<file path="src/rtl/spi_frame_slave.sv">
// SPI slave front end: oversampled SCLK/SSEL/MOSI, configurable width/mode, full-duplex MISO; SPI_FRAME_CRC8_EN adds a CRC-8 check and CRC_ERR.
// RX_VALID/FRAME_ERR pulse SYNC_STAGES+2 CLK cycles after SSEL rises; no backpressure, every strobe lasts one cycle.
module spi_frame_slave #(
    parameter int FRAME_W     = 136,
    parameter int OP_W        = 8,
    parameter int CPOL        = 0,
    parameter int CPHA        = 0,
    parameter int SYNC_STAGES = 2
) (
    input  logic                    CLK,
    input  logic                    RESET,
    input  logic                    SCLK,
    input  logic                    SSEL,
    input  logic                    MOSI,
    output logic                    MISO,
    input  logic [FRAME_W-1:0]      TX_DATA,
    output logic [FRAME_W-1:0]      RX_FRAME,
    output logic [OP_W-1:0]         RX_OPCODE,
    output logic [FRAME_W-OP_W-1:0] RX_PAYLOAD,
    output logic                    RX_VALID,
    output logic                    FRAME_ERR,
`ifdef SPI_FRAME_CRC8_EN
    output logic                    CRC_ERR,
`endif
    output logic                    BUSY
);

    localparam int               CNT_W           = $clog2(FRAME_W + 2);
    localparam logic [CNT_W-1:0] CNT_FULL        = CNT_W'(FRAME_W);
    localparam logic [CNT_W-1:0] CNT_SAT         = CNT_W'(FRAME_W + 1);
    localparam logic             SCLK_IDLE       = (CPOL != 0);
    localparam logic             SAMPLE_RISE     = (CPOL == CPHA);
    localparam logic             LAUNCH_AT_START = (CPHA == 0);

    typedef enum logic [1:0] {RESYNC, IDLE, ACTIVE, DONE} state_t;

    state_t                 state;
    logic [SYNC_STAGES-1:0] sclk_sync;
    logic [SYNC_STAGES-1:0] ssel_sync;
    logic [SYNC_STAGES-1:0] mosi_sync;
    logic                   sclk_d;
    logic                   ssel_d;
    logic [FRAME_W-1:0]     rx_sr;
    logic [FRAME_W-1:0]     tx_sr;
    logic [CNT_W-1:0]       cnt;
    logic                   launched;

    logic sclk_s, ssel_s, mosi_s;
    logic sclk_rise, sclk_fall, ssel_rise, ssel_fall;
    logic sample_edge, launch_edge;

    assign sclk_s      = sclk_sync[SYNC_STAGES-1];
    assign ssel_s      = ssel_sync[SYNC_STAGES-1];
    assign mosi_s      = mosi_sync[SYNC_STAGES-1];
    assign sclk_rise   = sclk_s & ~sclk_d;
    assign sclk_fall   = ~sclk_s & sclk_d;
    assign ssel_rise   = ssel_s & ~ssel_d;
    assign ssel_fall   = ~ssel_s & ssel_d;
    assign sample_edge = SAMPLE_RISE ? sclk_rise : sclk_fall;
    assign launch_edge = SAMPLE_RISE ? sclk_fall : sclk_rise;

    assign RX_OPCODE   = RX_FRAME[FRAME_W-1 -: OP_W];
    assign RX_PAYLOAD  = RX_FRAME[FRAME_W-OP_W-1:0];

`ifdef SPI_FRAME_CRC8_EN
    // CRC runs over the whole frame; a frame carrying its own CRC leaves a zero remainder.
    logic [7:0] crc;
    logic [7:0] crc_next;
    assign crc_next = {crc[6:0], 1'b0} ^ ((crc[7] ^ mosi_s) ? 8'h07 : 8'h00);
`endif

    always_ff @(posedge CLK) begin
        if (RESET) begin
            // SSEL chain clears to "selected" so RESYNC waits for a genuine deselect.
            sclk_sync <= {SYNC_STAGES{SCLK_IDLE}};
            ssel_sync <= '0;
            mosi_sync <= '0;
            sclk_d    <= SCLK_IDLE;
            ssel_d    <= 1'b0;
            state     <= RESYNC;
            rx_sr     <= '0;
            tx_sr     <= '0;
            cnt       <= '0;
            launched  <= 1'b0;
            MISO      <= 1'b0;
            RX_FRAME  <= '0;
            RX_VALID  <= 1'b0;
            FRAME_ERR <= 1'b0;
            BUSY      <= 1'b0;
`ifdef SPI_FRAME_CRC8_EN
            crc       <= 8'h00;
            CRC_ERR   <= 1'b0;
`endif
        end else begin
            sclk_sync <= {sclk_sync[SYNC_STAGES-2:0], SCLK};
            ssel_sync <= {ssel_sync[SYNC_STAGES-2:0], SSEL};
            mosi_sync <= {mosi_sync[SYNC_STAGES-2:0], MOSI};
            sclk_d    <= sclk_s;
            ssel_d    <= ssel_s;
            RX_VALID  <= 1'b0;
            FRAME_ERR <= 1'b0;
`ifdef SPI_FRAME_CRC8_EN
            CRC_ERR   <= 1'b0;
`endif
            case (state)
                RESYNC: begin
                    if (ssel_s) begin
                        state <= IDLE;
                    end
                end
                IDLE: begin
                    if (ssel_fall) begin
                        tx_sr    <= TX_DATA;
                        cnt      <= '0;
                        BUSY     <= 1'b1;
                        launched <= LAUNCH_AT_START;
                        MISO     <= LAUNCH_AT_START ? TX_DATA[FRAME_W-1] : 1'b0;
`ifdef SPI_FRAME_CRC8_EN
                        crc      <= 8'h00;
`endif
                        state    <= ACTIVE;
                    end
                end
                ACTIVE: begin
                    if (sample_edge) begin
                        rx_sr <= {rx_sr[FRAME_W-2:0], mosi_s};
                        if (cnt != CNT_SAT) begin
                            cnt <= cnt + 1'b1;
                        end
`ifdef SPI_FRAME_CRC8_EN
                        if (cnt < CNT_FULL) begin
                            crc <= crc_next;
                        end
`endif
                    end
                    if (launch_edge) begin
                        if (!launched) begin
                            MISO     <= tx_sr[FRAME_W-1];
                            launched <= 1'b1;
                        end else begin
                            tx_sr <= {tx_sr[FRAME_W-2:0], 1'b0};
                            MISO  <= tx_sr[FRAME_W-2];
                        end
                    end
                    // A sample edge in this same cycle is counted before DONE judges the frame.
                    if (ssel_rise) begin
                        state <= DONE;
                    end
                end
                DONE: begin
                    BUSY  <= 1'b0;
                    MISO  <= 1'b0;
                    state <= IDLE;
`ifdef SPI_FRAME_CRC8_EN
                    if (cnt == CNT_FULL && crc == 8'h00) begin
                        RX_FRAME <= rx_sr;
                        RX_VALID <= 1'b1;
                    end else begin
                        FRAME_ERR <= 1'b1;
                        CRC_ERR   <= (cnt == CNT_FULL);
                    end
`else
                    if (cnt == CNT_FULL) begin
                        RX_FRAME <= rx_sr;
                        RX_VALID <= 1'b1;
                    end else begin
                        FRAME_ERR <= 1'b1;
                    end
`endif
                end
                default: state <= RESYNC;
            endcase
        end
    end

endmodule

</file>
<file path="config.mk">
export PLATFORM = sky130hd
export DESIGN_NAME = spi_frame_slave
export DESIGN_NICKNAME = d
export VERILOG_FILES = /design/src/rtl/spi_frame_slave.sv
export SDC_FILE = /design/constraint.sdc
export NUM_CORES = 1
export LEC_CHECK = 0
export BUFFER_PORTS_ARGS = -buffer_cell sky130_fd_sc_hd__buf_2
export CAP_MARGIN = 25
export CELL_PAD_IN_SITES_DETAIL_PLACEMENT = 1
export CELL_PAD_IN_SITES_GLOBAL_PLACEMENT = 2
export CORE_ASPECT_RATIO = 1.2
export CORE_MARGIN = 10
export CORE_UTILIZATION = 31
export DETAILED_ROUTE_END_ITERATION = 6
export MAX_ROUTING_LAYER = met4
export PLACE_DENSITY_LB_ADDON = 0.1
export SLEW_MARGIN = 20
export SYNTH_ARGS = -nofsm -noshare
export SYNTH_HDL_FRONTEND = slang
export SYNTH_SLANG_ARGS = --single-unit
</file>
<file path="constraint.sdc">
create_clock -name CLK -period 2.4 [get_ports CLK]
set_clock_uncertainty 0.15 [all_clocks]
set_input_delay 0.72 -clock CLK [delete_from_list [all_inputs] [get_ports CLK]]
set_output_delay 0.72 -clock CLK [all_outputs]
set_load 0.1 [all_outputs]
</file>
==> impl.org <==
** Global routing
- Global routing consumed, over all layers together, 16.5% of the routing resources.
- Grt met2 use :: 26.9%
- Antenna violations before repair :: 0
- For this run, global-route usage on met1 was measured as 20.6%.
- For met3 alone, demand over resource in global routing was 3.28%.
- After global routing, the most crowded layer is met2.
- The total overflow left after global routing is 0.
- The first global-routing pass estimated 89700 um of wire.
- The number of global-route vias before repair is 15800.
- Entering global routing, the biggest net connects 94 pins.

** Synth
- Cell types with the largest area share after synthesis :: dfxtp_1, nand2_1, a21oi_1
- Summing the areas of all compound-gate instances in the mapped netlist gives 19.3% of the synthesized area.
- #FFs+latches synth :: 431
- Of the post-synthesis cell area, the part taken by muxes is 7.74%.
- Summed instance area of the synthesized netlist :: 17900 um^2
- Synthesized area per cell :: 8.53 um^2
- During synthesis, Yosys emitted a total of 0 warnings.
- Fraction of synthesized cell area taken by the top area cell type :: 48.3%
- Number of instances in the synthesized netlist :: 2095
- Simple-gate area share of the yosys netlist :: 13.4%
- Post-synthesis cell type with the largest combined area :: dfxtp_1
- Net count after synthesis :: 2245
- After Yosys synthesis, full adders, half adders and majority gates account for 0.630% of the synthesized area.
- Counting flops with a built-in enable in the synthesized netlist gives 0.
- After synthesis, the share of flip-flops with an asynchronous set or reset is 0%.
- After synthesis, the largest family of logic cells by area is compound AO/OA/AOI/OAI gates.
- Distinct cell type count after synthesis :: 42
- Sequential fraction of the synthesis area :: 48.3%
- The synthesized netlist devotes 0% of its cell area to XOR and XNOR gates.
- In the synthesized netlist the dominant register cell turns out to be dfxtp_1.

** Critical path
- For the worst setup path, the data required time is 1.53 ns.
- The largest single stage delay on the critical path is 0.48 ns.
- Measured in cells, the most critical reg-to-reg path has a length of 6.
- At the worst endpoint, the arrival time is 1.53 ns.
- The endpoint identified for the worst register-to-register timing path is tx_sr[40]$_SDFFE_PP0P_.
- The worst setup path is captured at a primary output.
- In this design, the largest share of critical-path delay is due to buffers and inverters.
- Number of buffer and inverter stages on the critical path :: 1
- Critical Path, Cell by Cell :: buf_2
- The worst register-to-register path begins at state[0]$_SDFFE_PP0P_.
- The worst setup path is launched from a flip-flop.
- On the critical path, the stage with the largest delay is an instance of buf_2.
- Worst Setup SP :: RX_FRAME[131]$_SDFFE_PP0P_
- Classification of the worst setup path :: reg2out
- CP max FO :: 3
- In this run the register-to-register setup slack is 0.18 ns.
- In this run the number of cells on the critical path is 1.

** Timing
- In this run the tightest slew margin relative to its limit is 48.7%.
- Setup repair after global routing missed its margin :: yes
- Dividing the final minimum period by the clock period gives 100%.
- The max-slew violation count is 0.
- Worst-Margin Slew :: 0.769 ns
- The smallest clock period supported by the final layout is computed as 2.40 ns.
- Setup violations remaining at the end of the flow were counted as 2.
- Final critical-path setup slack :: -0.00251 ns
- Highest clock rate :: 416 MHz
- Hold violation count in the final report :: 0

** Clocking
- CTS tree :: yes
- Clock tree synthesis inserted a total of 48 buffers.
- Clock transition at the register clock pins on the worst setup and hold paths after CTS :: 0.05 ns
- Worst-skew pair later-pin latency :: 0.58 ns
- The cell sitting at the root of the clock tree is a clkbuf_16.
- Number of levels in the clock H-tree :: 2
- For this design, the sink count on the clock tree is 431.
- Largest buffer count on any clock path :: 3

** Die
- Site row count :: 96
- After floorplanning, the core was sized to cover 57200 um^2.
- Initial Util :: 31.3%
- Die W :: 239 um
- Die footprint :: 67700 um^2
- In this run the count of I/O pins placed on the die edge is 417.
- Die height :: 283 um

** Final layout
- From synthesis to final layout, the design area changed by 19.8%.
- Cells with a size suffix above 1 make up 23.6% of the layout.
- The number of antenna diodes in the final layout is 0.
- Once layout is done, the placed cells without fillers occupy 21400 um^2.
- The library cell used most frequently in the layout, excluding fill and tap cells, is nand2_1.
- The final layout contains 2439 nets.
- The layout has 6761 filler cells.
- Commonest cells after routing, fill and taps aside :: nand2_1, dfxtp_1, buf_2

** Pwr
- Highest ir drop seen on vdd :: 984 uV
- For this design the static power due to leakage is 8.02 nW.
- For this design the ratio of total power to cell area is 1060 nW/um^2.

** Route
- Post-detailed-route wirelength per cell :: 18.7 um
- For this run, design rule violations remaining after detail routing come to 0.
- Mean number of vias per cell :: 4.99
- DR iter-0 viols :: 696
- Number of antenna-violating nets in the routed design :: 0
- Before antenna repair, the detailed router went through 5 iterations.
- Summing over every cut layer, the via total after detailed routing is 15200.
- The final layout contains routed wiring with a total length of 57200 um.

** Min path
- Class of the worst hold path :: in2reg
- Startpoint of the tightest hold check path :: SSEL
- Worst hold path stage count :: 2
- Hold path endpoint :: ssel_sync[0]$_SDFF_PP0_

** Placement
- Post-DP Area :: 19700 um^2
- Port buffering added 416 buffers.
- Post-placement setup slack :: 0.0822 ns
- Detailed-placement wirelength estimate :: 37400 um
- Final estimated routing congestion in global placement :: 0.741

** Status
- The run finished, with violations left.
- The final reports fail on negative setup slack.

** Flow run
- Max-cap violation count :: 0
## power by group
part	switching, mW	internal (mW)	leakage (nW)
Clock	2.96	4.23	0.743
Sequential	0.576	8.21	3.49
Combinational	4.00	2.70	3.79
Total	7.54	15.1	8.02
## synth_stat cells (2+ instances only)
master / n
nand2_1: 560
dfxtp_1: 431
a21oi_1: 275
buf_4: 139
a31oi_1: 137
a211oi_1: 136
mux2i_1: 136
clkbuf_1: 96
buf_2: 70
buf_1: 13
nor2_1: 12
inv_1: 11
ha_1: 9
nor2b_1: 8
and3_1: 6
buf_6: 6
o21ai_0: 6
nor3_1: 5
nand3_1: 4
a311oi_1: 3
a41oi_1: 3
nand2b_1: 3
nor3b_1: 3
a22oi_1: 2
and4_1: 2
mux2_2: 2
o21ai_1: 2
## what timing repair did
| action | in CTS | in global routing |
|---|---|---|
| gates resized for setup | 20 | 13 |
| setup endpoints to repair | 20 | 81 |
| hold buffers | 0 | 0 |
| pin swaps | 0 | 1 |
| gates cloned | 0 | 3 |
| buffers inserted | 0 | 2 |
## sequential cells by signal, summed over array words and instances, names as in the netlist
register / cells
launched: 1
cnt: 8
BUSY: 1
RX_VALID: 1
sclk_d: 1
state: 2
rx_sr: 136
tx_sr: 136
RX_FRAME: 136
ssel_d: 1
ssel_sync: 2
mosi_sync: 2
MISO: 1
sclk_sync: 2
FRAME_ERR: 1
## final cells by class
class                      instances  area [um^2]  area share (%)
inverter                          11         41.3           0.193
clock buffer                      71         1410            6.58
tap                              735          920            4.30
multi-input combinational       1329         7360            34.4
timing repair buffer             468         2950            13.8
clock inverter                     8         97.6           0.456
sequential                       431         8630            40.3
## kinds of logic (layout without fill, tap and decap cells)
logic type,after synthesis,after routing
flops,431,431
fa+ha+maj,9,9
compound gates,573,573
simple gates,609,609
buf+inv,335,558
mux,138,138
## layer usage
metal | vias up | wire, um
met2 | 301 | 27400
met1 | 7410 | 26300
met3 | 51 | 2610
met4 | 0 | 864
met5 | - | 0
li1 | 7478 | -
## worst max-delay path by stage
stage / end / slack (ns)
after CTS: RX_FRAME[131] / -0.07
after floorplan: RX_OPCODE[0] / 0.16
after detailed placement: tx_sr[59]$_SDFFE_PP0P_ / 0.08
after global placement: tx_sr[62]$_SDFFE_PP0P_ / 0.21
final: RX_FRAME[131] / -0.003
after global routing: RX_FRAME[131] / -0.07
## metrics by stage
step	std cells	hold slack (ns)	util (%)	setup TNS [ns]	total power, mW
finish	3053	0.231	37.4	-0.00494	22.7
global route	3053	0.203	37.4	-0.133	24.1
CTS	3048	0.203	37.3	-0.144	22.7
floorplan	2095	0.264	-	0	13.6
detailed placement	2969	0.284	34.5	0	15.4
global placement	2969	0.268	34.5	0	15.1
Note: power is estimated with default switching activity, not from simulation.
